===== src/rtl/circuit_eval_pipe.sv =====
// circuit_eval_pipe: two-stage valid/ready pipeline evaluating a per-bit 3-input boolean function
// Latency: operands captured in S1 on one edge, result registered in S2 on the next edge
// Backpressure: each stage reloads when its downstream frees; in_ready drops only when both stages are full and out_ready=0
//
// Ports:
//   clk, rst              single clock, synchronous active-high reset
//   in_valid/in_ready     operand handshake (a, b, c, mode sampled on transfer)
//   out_valid/out_ready   result handshake (x)
//   cnt_clr, match_cnt    saturating count of all-ones results transferred out, with synchronous clear
//   popcnt                number of ones in x, present only when CIRCUIT_POPCNT_EN is defined
//
// Optional feature macro: CIRCUIT_POPCNT_EN

module circuit_eval_pipe #(
  parameter int WIDTH = 8,
  parameter int CNT_W = 16
) (
  input  logic             clk,
  input  logic             rst,
  input  logic             in_valid,
  output logic             in_ready,
  input  logic [WIDTH-1:0] a,
  input  logic [WIDTH-1:0] b,
  input  logic [WIDTH-1:0] c,
  input  logic [1:0]       mode,
  output logic             out_valid,
  input  logic             out_ready,
  output logic [WIDTH-1:0] x,
  input  logic             cnt_clr,
  output logic [CNT_W-1:0] match_cnt
`ifdef CIRCUIT_POPCNT_EN
  ,
  output logic [$clog2(WIDTH+1)-1:0] popcnt
`endif
);

  // Stage S1: operands + mode
  logic             r_s1_vld;
  logic [WIDTH-1:0] r_a;
  logic [WIDTH-1:0] r_b;
  logic [WIDTH-1:0] r_c;
  logic [1:0]       r_mode;

  // Stage S2: result
  logic             r_s2_vld;
  logic [WIDTH-1:0] r_x;

  logic [CNT_W-1:0] r_cnt;

  logic             w_s2_load;
  logic             w_s1_load;
  logic             w_out_xfer;
  logic             w_ones;
  logic             w_cnt_max;
  logic [WIDTH-1:0] w_res;

  // S2 can take new data when empty or when its content leaves this cycle;
  // S1 can take new data when empty or when it hands off to S2.
  assign w_s2_load  = ~r_s2_vld | out_ready;
  assign w_s1_load  = ~r_s1_vld | w_s2_load;
  assign w_out_xfer = r_s2_vld & out_ready;
  assign w_ones     = &r_x;
  assign w_cnt_max  = &r_cnt;

  // Reset is synchronous, so gate the handshake outputs with rst directly:
  // the block must look empty and ready for the whole reset cycle.
  assign in_ready  = rst | w_s1_load;
  assign out_valid = r_s2_vld & ~rst;
  assign x         = r_x;
  assign match_cnt = r_cnt;

  always_comb begin
    w_res = '0;
    unique case (r_mode)
      2'b00: w_res = r_a & ~(r_b ^ r_c);
      2'b01: w_res = ~(r_a & ~(r_b ^ r_c));
      2'b10: w_res = r_a ^ r_b ^ r_c;
      2'b11: w_res = (r_a & r_b) | (r_a & r_c) | (r_b & r_c);
      default: w_res = '0;
    endcase
  end

  // Control, result and counter state
  always_ff @(posedge clk) begin
    if (rst) begin
      r_s1_vld <= 1'b0;
      r_s2_vld <= 1'b0;
      r_x      <= '0;
      r_cnt    <= '0;
    end else begin
      if (w_s1_load) begin
        r_s1_vld <= in_valid;
      end
      if (w_s2_load) begin
        r_s2_vld <= r_s1_vld;
        if (r_s1_vld) begin
          r_x <= w_res;
        end
      end
      // Clear wins over a same-cycle increment; the count sticks at its maximum.
      if (cnt_clr) begin
        r_cnt <= '0;
      end else if (w_out_xfer && w_ones && !w_cnt_max) begin
        r_cnt <= r_cnt + CNT_W'(1);
      end
    end
  end

  // Operand registers carry no reset: they are qualified by r_s1_vld.
  always_ff @(posedge clk) begin
    if (w_s1_load && in_valid) begin
      r_a    <= a;
      r_b    <= b;
      r_c    <= c;
      r_mode <= mode;
    end
  end

`ifdef CIRCUIT_POPCNT_EN
  localparam int PC_W = $clog2(WIDTH+1);

  logic [PC_W-1:0] r_popcnt;

  function automatic logic [PC_W-1:0] f_popcnt(input logic [WIDTH-1:0] v);
    logic [PC_W-1:0] n;
    n = '0;
    for (int i = 0; i < WIDTH; i++) begin
      n = n + PC_W'(v[i]);
    end
    return n;
  endfunction

  // Computed from the same next-state value as r_x so the two stay aligned.
  always_ff @(posedge clk) begin
    if (rst) begin
      r_popcnt <= '0;
    end else if (w_s2_load && r_s1_vld) begin
      r_popcnt <= f_popcnt(w_res);
    end
  end

  assign popcnt = r_popcnt;
`else
  // No popcount path: x alone carries the result.
`endif

endmodule


===== config.mk =====
export PLATFORM = sky130hd
export DESIGN_NAME = circuit_eval_pipe
export DESIGN_NICKNAME = d
export VERILOG_FILES = /design/src/rtl/circuit_eval_pipe.sv
export SDC_FILE = /design/constraint.sdc
export NUM_CORES = 1
export LEC_CHECK = 0
export ABC_AREA = 1
export BUFFER_PORTS_ARGS = -buffer_cell sky130_fd_sc_hd__buf_2
export CORE_AREA = 4 4 101 103
export CTS_BUF_LIST = sky130_fd_sc_hd__clkbuf_8
export DETAILED_ROUTE_END_ITERATION = 7
export DIE_AREA = 0 0 105 107
export GPL_ROUTABILITY_DRIVEN = 1
export PLACE_DENSITY = 0.45
export SYNTH_ARGS = -nofsm -noshare
export SYNTH_HDL_FRONTEND = slang
export SYNTH_SLANG_ARGS = --single-unit

===== constraint.sdc =====
create_clock -name clk -period 2.3 [get_ports clk]
set_input_delay 0.23 -clock clk [delete_from_list [all_inputs] [get_ports clk]]
set_output_delay 0.23 -clock clk [all_outputs]
set_load 0.01 [all_outputs]

* Word level (Yosys, flattened, before mapping)
Cells that the tools add are included.
** Storage, ports and cells
- Memory bits (writable) :: 0
- Input port bits :: 31
- Register bits :: 52
- Memories :: 0
- Latch bits :: 0
- ROM bits :: 0
- Logic and storage cells :: 41
** Operators by class
- Equal/unequal tests :: 3
- Mux-type cells :: 1
- Add/sub/neg operators :: 1
- Shift-type cells :: 0
- $mul :: 0
- Bitwise logic cells :: 19
- Reduce and logical (&&, ||, !) cells :: 9
- Order comparisons :: 0
- Div/mod/pow operators :: 0
** Operators with widths (count)
- 8-bit bitwise AND :: 4
- 8-bit one-hot mux with 4 select lines :: 1
- 8-bit XOR :: 3
- 16-bit by 1-bit adder with 16-bit output (second input constant) :: 1
- 8-bit NOT :: 2
- 8-bit OR :: 2
- 16-bit AND reduction :: 1
- 8-bit AND reduction :: 1
- 2-bit equality test (second input constant) :: 2
- 1-bit logical AND :: 3
- 1-bit NOT :: 3
- 1-bit OR :: 3
- 1-bit bitwise AND :: 2
- 2-bit by 1-bit equality test with 1-bit output (second input constant) :: 1
- 2-bit zero test :: 1
- 2-bit AND reduction :: 1
- 2-bit OR reduction :: 1
- 1-bit zero test :: 1

* Longest topological paths before layout
- Depth after elaboration :: 5
- Gate-level depth with buffers :: 9
- Gate-level depth less buffers :: 9

* Least setup slack after synthesis
No wires, ideal clock.
- Path type :: register to register
- Start :: register r_s2_vld
- End :: register r_a[0], enable pin
- Buffers on the path :: 0
- Path slack :: 0.778 ns
- Period minus slack after synthesis :: 1.522 ns
- Cell stages (with the launch flop) :: 7
- Data required time :: 1.919 ns
- Arrival time :: 1.142 ns
- Cells stage by stage :: dfxtp_1 -> inv_1 -> or2_2 -> nor2_1 -> inv_1 -> nand2_1 -> inv_1
** On the way
- Longest elaborated chain between the ends :: 4
** Ends and longest elaborated chain
- start: declaration :: line 45 : logic r_s2_vld;
- start signal: assignment :: line 95 : r_s2_vld <= r_s1_vld;
- 1-bit NOT :: line 59 : assign w_s2_load = ~r_s2_vld | out_ready;
- 1-bit OR :: line 59
- 1-bit OR :: line 60 : assign w_s1_load = ~r_s1_vld | w_s2_load;
- 1-bit logical AND :: line 111 : if (w_s1_load && in_valid) begin
- end signal: assignment :: line 112 : r_a <= a;
- end: declaration :: line 39 : logic [WIDTH-1:0] r_a;
No other way between the ends.
A chain may end at the register's enable or synchronous reset.

* Final worst setup path
- Start :: register r_s2_vld
- End :: output in_ready
** On the way
- Longest elaborated chain between the ends :: 4
** Ends and longest elaborated chain
- 1-bit NOT :: line 59
- 1-bit OR :: line 59
- 1-bit OR :: line 60
- 1-bit OR :: line 67 : assign in_ready = rst | w_s1_load;
- end: declaration :: line 21 : output logic in_ready,
No other way between the ends.

==> results.md <==
| Quantity | Reported |
| --- | --- |
| Die ar. | 11200 µm² |
| Total power density per cell area | 547 nW/µm² |
| Most frequent cells in the layout | 65 x sky130_fd_sc_hd__nor2_1, 61 x sky130_fd_sc_hd__nand2_1, 56 x sky130_fd_sc_hd__buf_2 |
| Relative contribution of sequential cells to total power | 0.602 |
| Crit path buf inv count | 3 |
| Internal power contribution | 0.00130 W |
| Part of the power in combinational logic | 0.094 |
| Fillcell total | 996 |
| Number of resized instances in the post-cts repair step | 0 |
| Number of placed I/O pins | 57 |
| Average wire per cell in the routed design | 12.1 µm |
| Post-CTS setup buffers | 0 |
| Synthesized instance count | 321 |
| Clk Latency, worst-skew pair | 300 ps |
| Starting density of the core | 0.297 |
| Net count after synthesis | 369 |
| Remaining DRCs | 0 |
| HPWL after DPL | 4.46 mm |
| TritonCTS clock tree | yes |
| N_diodes | 0 |
| Vias | 2195 |
| Max-slew violation count | 0 |
| Global Route Usage Sum | 0.109 |
| Cell Area, Synth | 2730 µm² |
| Initial detailed-routing violation count | 61 |
| Crit path setup slack, layout | 504 ps |
| Clock period minus final worst setup slack | 1800 ps |
| Number of hold-slack violations in the final timing report | 0 |
| Number of maximum-capacitance violations | 0 |
| Slew at the pin closest to its max-slew limit | 975 ps |
| Summed negative setup slack over all endpoints | 0 ps |
| Ys async rst share | 0 |
| Die outline height | 107 µm |
| Clock H-tree levels | 2 |
| # setup viols final | 0 |
| Most common library cell in the layout ignoring fill and taps | sky130_fd_sc_hd__nor2_1 |
| Final Net Count | 426 |
| Post-route fraction of the period consumed by the critical path | 0.781 |
| Pre-CTS WS | 506 ps |
| Count of yosys warnings during synthesis | 0 |
| Slew margin rel. | 0.349 |
| Number of antenna violations at the first check in global routing | 0 |
| Sink count of the clock tree | 52 |
| Hold crit path type | in -> reg |
| Remaining antenna violation count after routing | 0 |
| Most instantiated flip-flop cell in the synthesis netlist | sky130_fd_sc_hd__edfxtp_1 |
| Number of synthesized flops with an enable pin | 26 |
| Mapped Avg Cell Area | 8.51 µm² |
| IR drop worst, VDD | 0.201 mV |
| Leakage | 1.34 nW |
| Critical-path cell list | inv_1 -> or2_2 -> nor2_1 -> inv_1 -> or2_2 -> buf_2 |
| Buffer type at the clock tree root | sky130_fd_sc_hd__clkbuf_8 |
| Critical path fanouts, max | 3 |
| Signed area change from the synthesized netlist to the final layout | 16.9% |
| Filler-free cell count of the finished design | 490 |
| Via count normalized by instance count | 4.48 |
| Critical Path Max Stage Delay | 340 ps |
| Achievable frequency | 557 MHz |
| Count of buffers from port buffering | 56 |
| Flip-flop and latch count after synthesis | 52 |
| Endpoint kind of the worst setup timing path | primary output |
| Unique masters post-synth | 27 |
| DR pass1 iterations | 4 |
| Row cnt | 35 |
| Inserted Clock Buffers | 5 |
| Die W | 105 µm |
| Switching component of the power | 0.000445 W |
| Maximum number of pins on one net before global-route repair | 27 |
| Cell with the largest stage delay on the worst path | sky130_fd_sc_hd__dfxtp_1 |
| Signal arrival time at the worst endpoint | 1570 ps |
| Run status | finished clean |
| CP required | 2070 ps |
| Clock edge transition at the registers on the reported setup and hold paths | 100 ps |
| RSZ-0062 raised after global routing | no |
| Critical path's top delay family | simple AND/OR/NAND/NOR gates |
| Number of hold buffers added after cts | 0 |
| Worst-case clock skew | 3.77 ps |
| Final wirelength | 5.92 mm |
| Count of placed standard cells including taps | 482 |
| Slack of the worst reg-to-reg path | 510 ps |
| Worst setup SP type | flop |
| Via count of the first global-routing pass | 2179 |
| RePlAce Congestion | 0.745 |
| Wire length of the first global-routing pass | 9.88 mm |
| Relative contribution of the clock network to total power | 0.304 |
| Cell taking the most area after synthesis | sky130_fd_sc_hd__edfxtp_1 |
| Area of the core | 9200 µm² |
| Net switching share of the total power | 0.255 |
| Fraction of final layout cells sized beyond drive strength 1 | 0.219 |
| Type of the setup path with the least slack | reg -> out |
| Area contributors post-synth | sky130_fd_sc_hd__edfxtp_1 29%, sky130_fd_sc_hd__dfxtp_1 19%, sky130_fd_sc_hd__nor2_1 8.9% |
| Fraction of synthesized cell area taken by the top area cell type | 0.286 |
| Fraction of the yosys area taken by sequential cells | 0.477 |
| Total gr overflow | 0 |
| CTS Buffer Depth | 2 |
## routing by layer
metal / vias up / share of wire / GRT usage
met5: - / 0 / 0
met4: 0 / 0.0086 / 0.0309
met3: 6 / 0.044 / 0.0247
met2: 48 / 0.50 / 0.201
met1: 990 / 0.45 / 0.127
li1: 1151 / - / -
## cells in the mapped netlist, types with 4 or more instances
master	number
sky130_fd_sc_hd__a21oi_1	18
sky130_fd_sc_hd__dfxtp_1	26
sky130_fd_sc_hd__edfxtp_1	26
sky130_fd_sc_hd__fa_1	8
sky130_fd_sc_hd__ha_1	9
sky130_fd_sc_hd__inv_1	24
sky130_fd_sc_hd__nand2_1	61
sky130_fd_sc_hd__nand2_2	6
sky130_fd_sc_hd__nand3_1	31
sky130_fd_sc_hd__nor2_1	65
sky130_fd_sc_hd__nor2_2	4
sky130_fd_sc_hd__o21ai_0	15
## power groups by stage
stage	Sequential [W]	Clock, W	Combinational [W]
after floorplan	0.00106	0	0.000109
after global placement	0.00107	0	0.000167
after detailed placement	0.00107	0	0.000166
after CTS	0.00105	0.000568	0.000167
after global routing	0.00106	0.000590	0.000195
final	0.00105	0.000531	0.000164
## area by class of cell
| type | count | area (µm²) | area share |
|---|---|---|---|
| Tap cell | 111 | 139 | 0.0435 |
| Multi-Input combinational cell | 235 | 1270 | 0.398 |
| Timing Repair Buffer | 58 | 295 | 0.0925 |
| Sequential cell | 52 | 1300 | 0.408 |
| Clock inverter | 3 | 20.0 | 0.00627 |
| Clock buffer | 5 | 68.8 | 0.0216 |
| Inverter | 26 | 97.6 | 0.0306 |
## sequential cells by signal (all words and copies together), names as in the netlist
register	flops
match_cnt	16
r_a	8
r_b	8
r_c	8
r_mode	2
r_s1_vld	1
r_s2_vld	1
x	8
## kinds of logic (layout without fill, tap and decap cells)
kind of cell / Yosys count / after routing / share of synthesized area
compound gates: 41 / 41 / 0.0797
xor+xnor: 3 / 3 / 0.00963
fa+ha+maj: 17 / 17 / 0.0999
buf+inv: 34 / 92 / 0.0582
flops: 52 / 52 / 0.477
simple gates: 174 / 174 / 0.276
## metrics by stage
stage / hold WS [ps] / area [µm²] / power (W) / util
after global placement: 407 / 3100 / 0.00124 / 0.337
after global routing: 68.4 / 3190 / 0.00184 / 0.347
after CTS: 72.8 / 3190 / 0.00179 / 0.347
final: 91.6 / 3190 / 0.00174 / 0.347
after detailed placement: 408 / 3100 / 0.00124 / 0.337
after floorplan: 299 / 2730 / 0.00117 / -
## worst paths after layout
check / start / endpoint / cells past startpoint
worst min-delay path: c[1] / r_c[1] / 1
worst max-delay path: r_s2_vld / in_ready / 6
worst min register to register: r_s1_vld / r_s2_vld / 2
worst max register to register: r_s2_vld / r_b[6] / 6
Power figures use the tool's default switching activity.
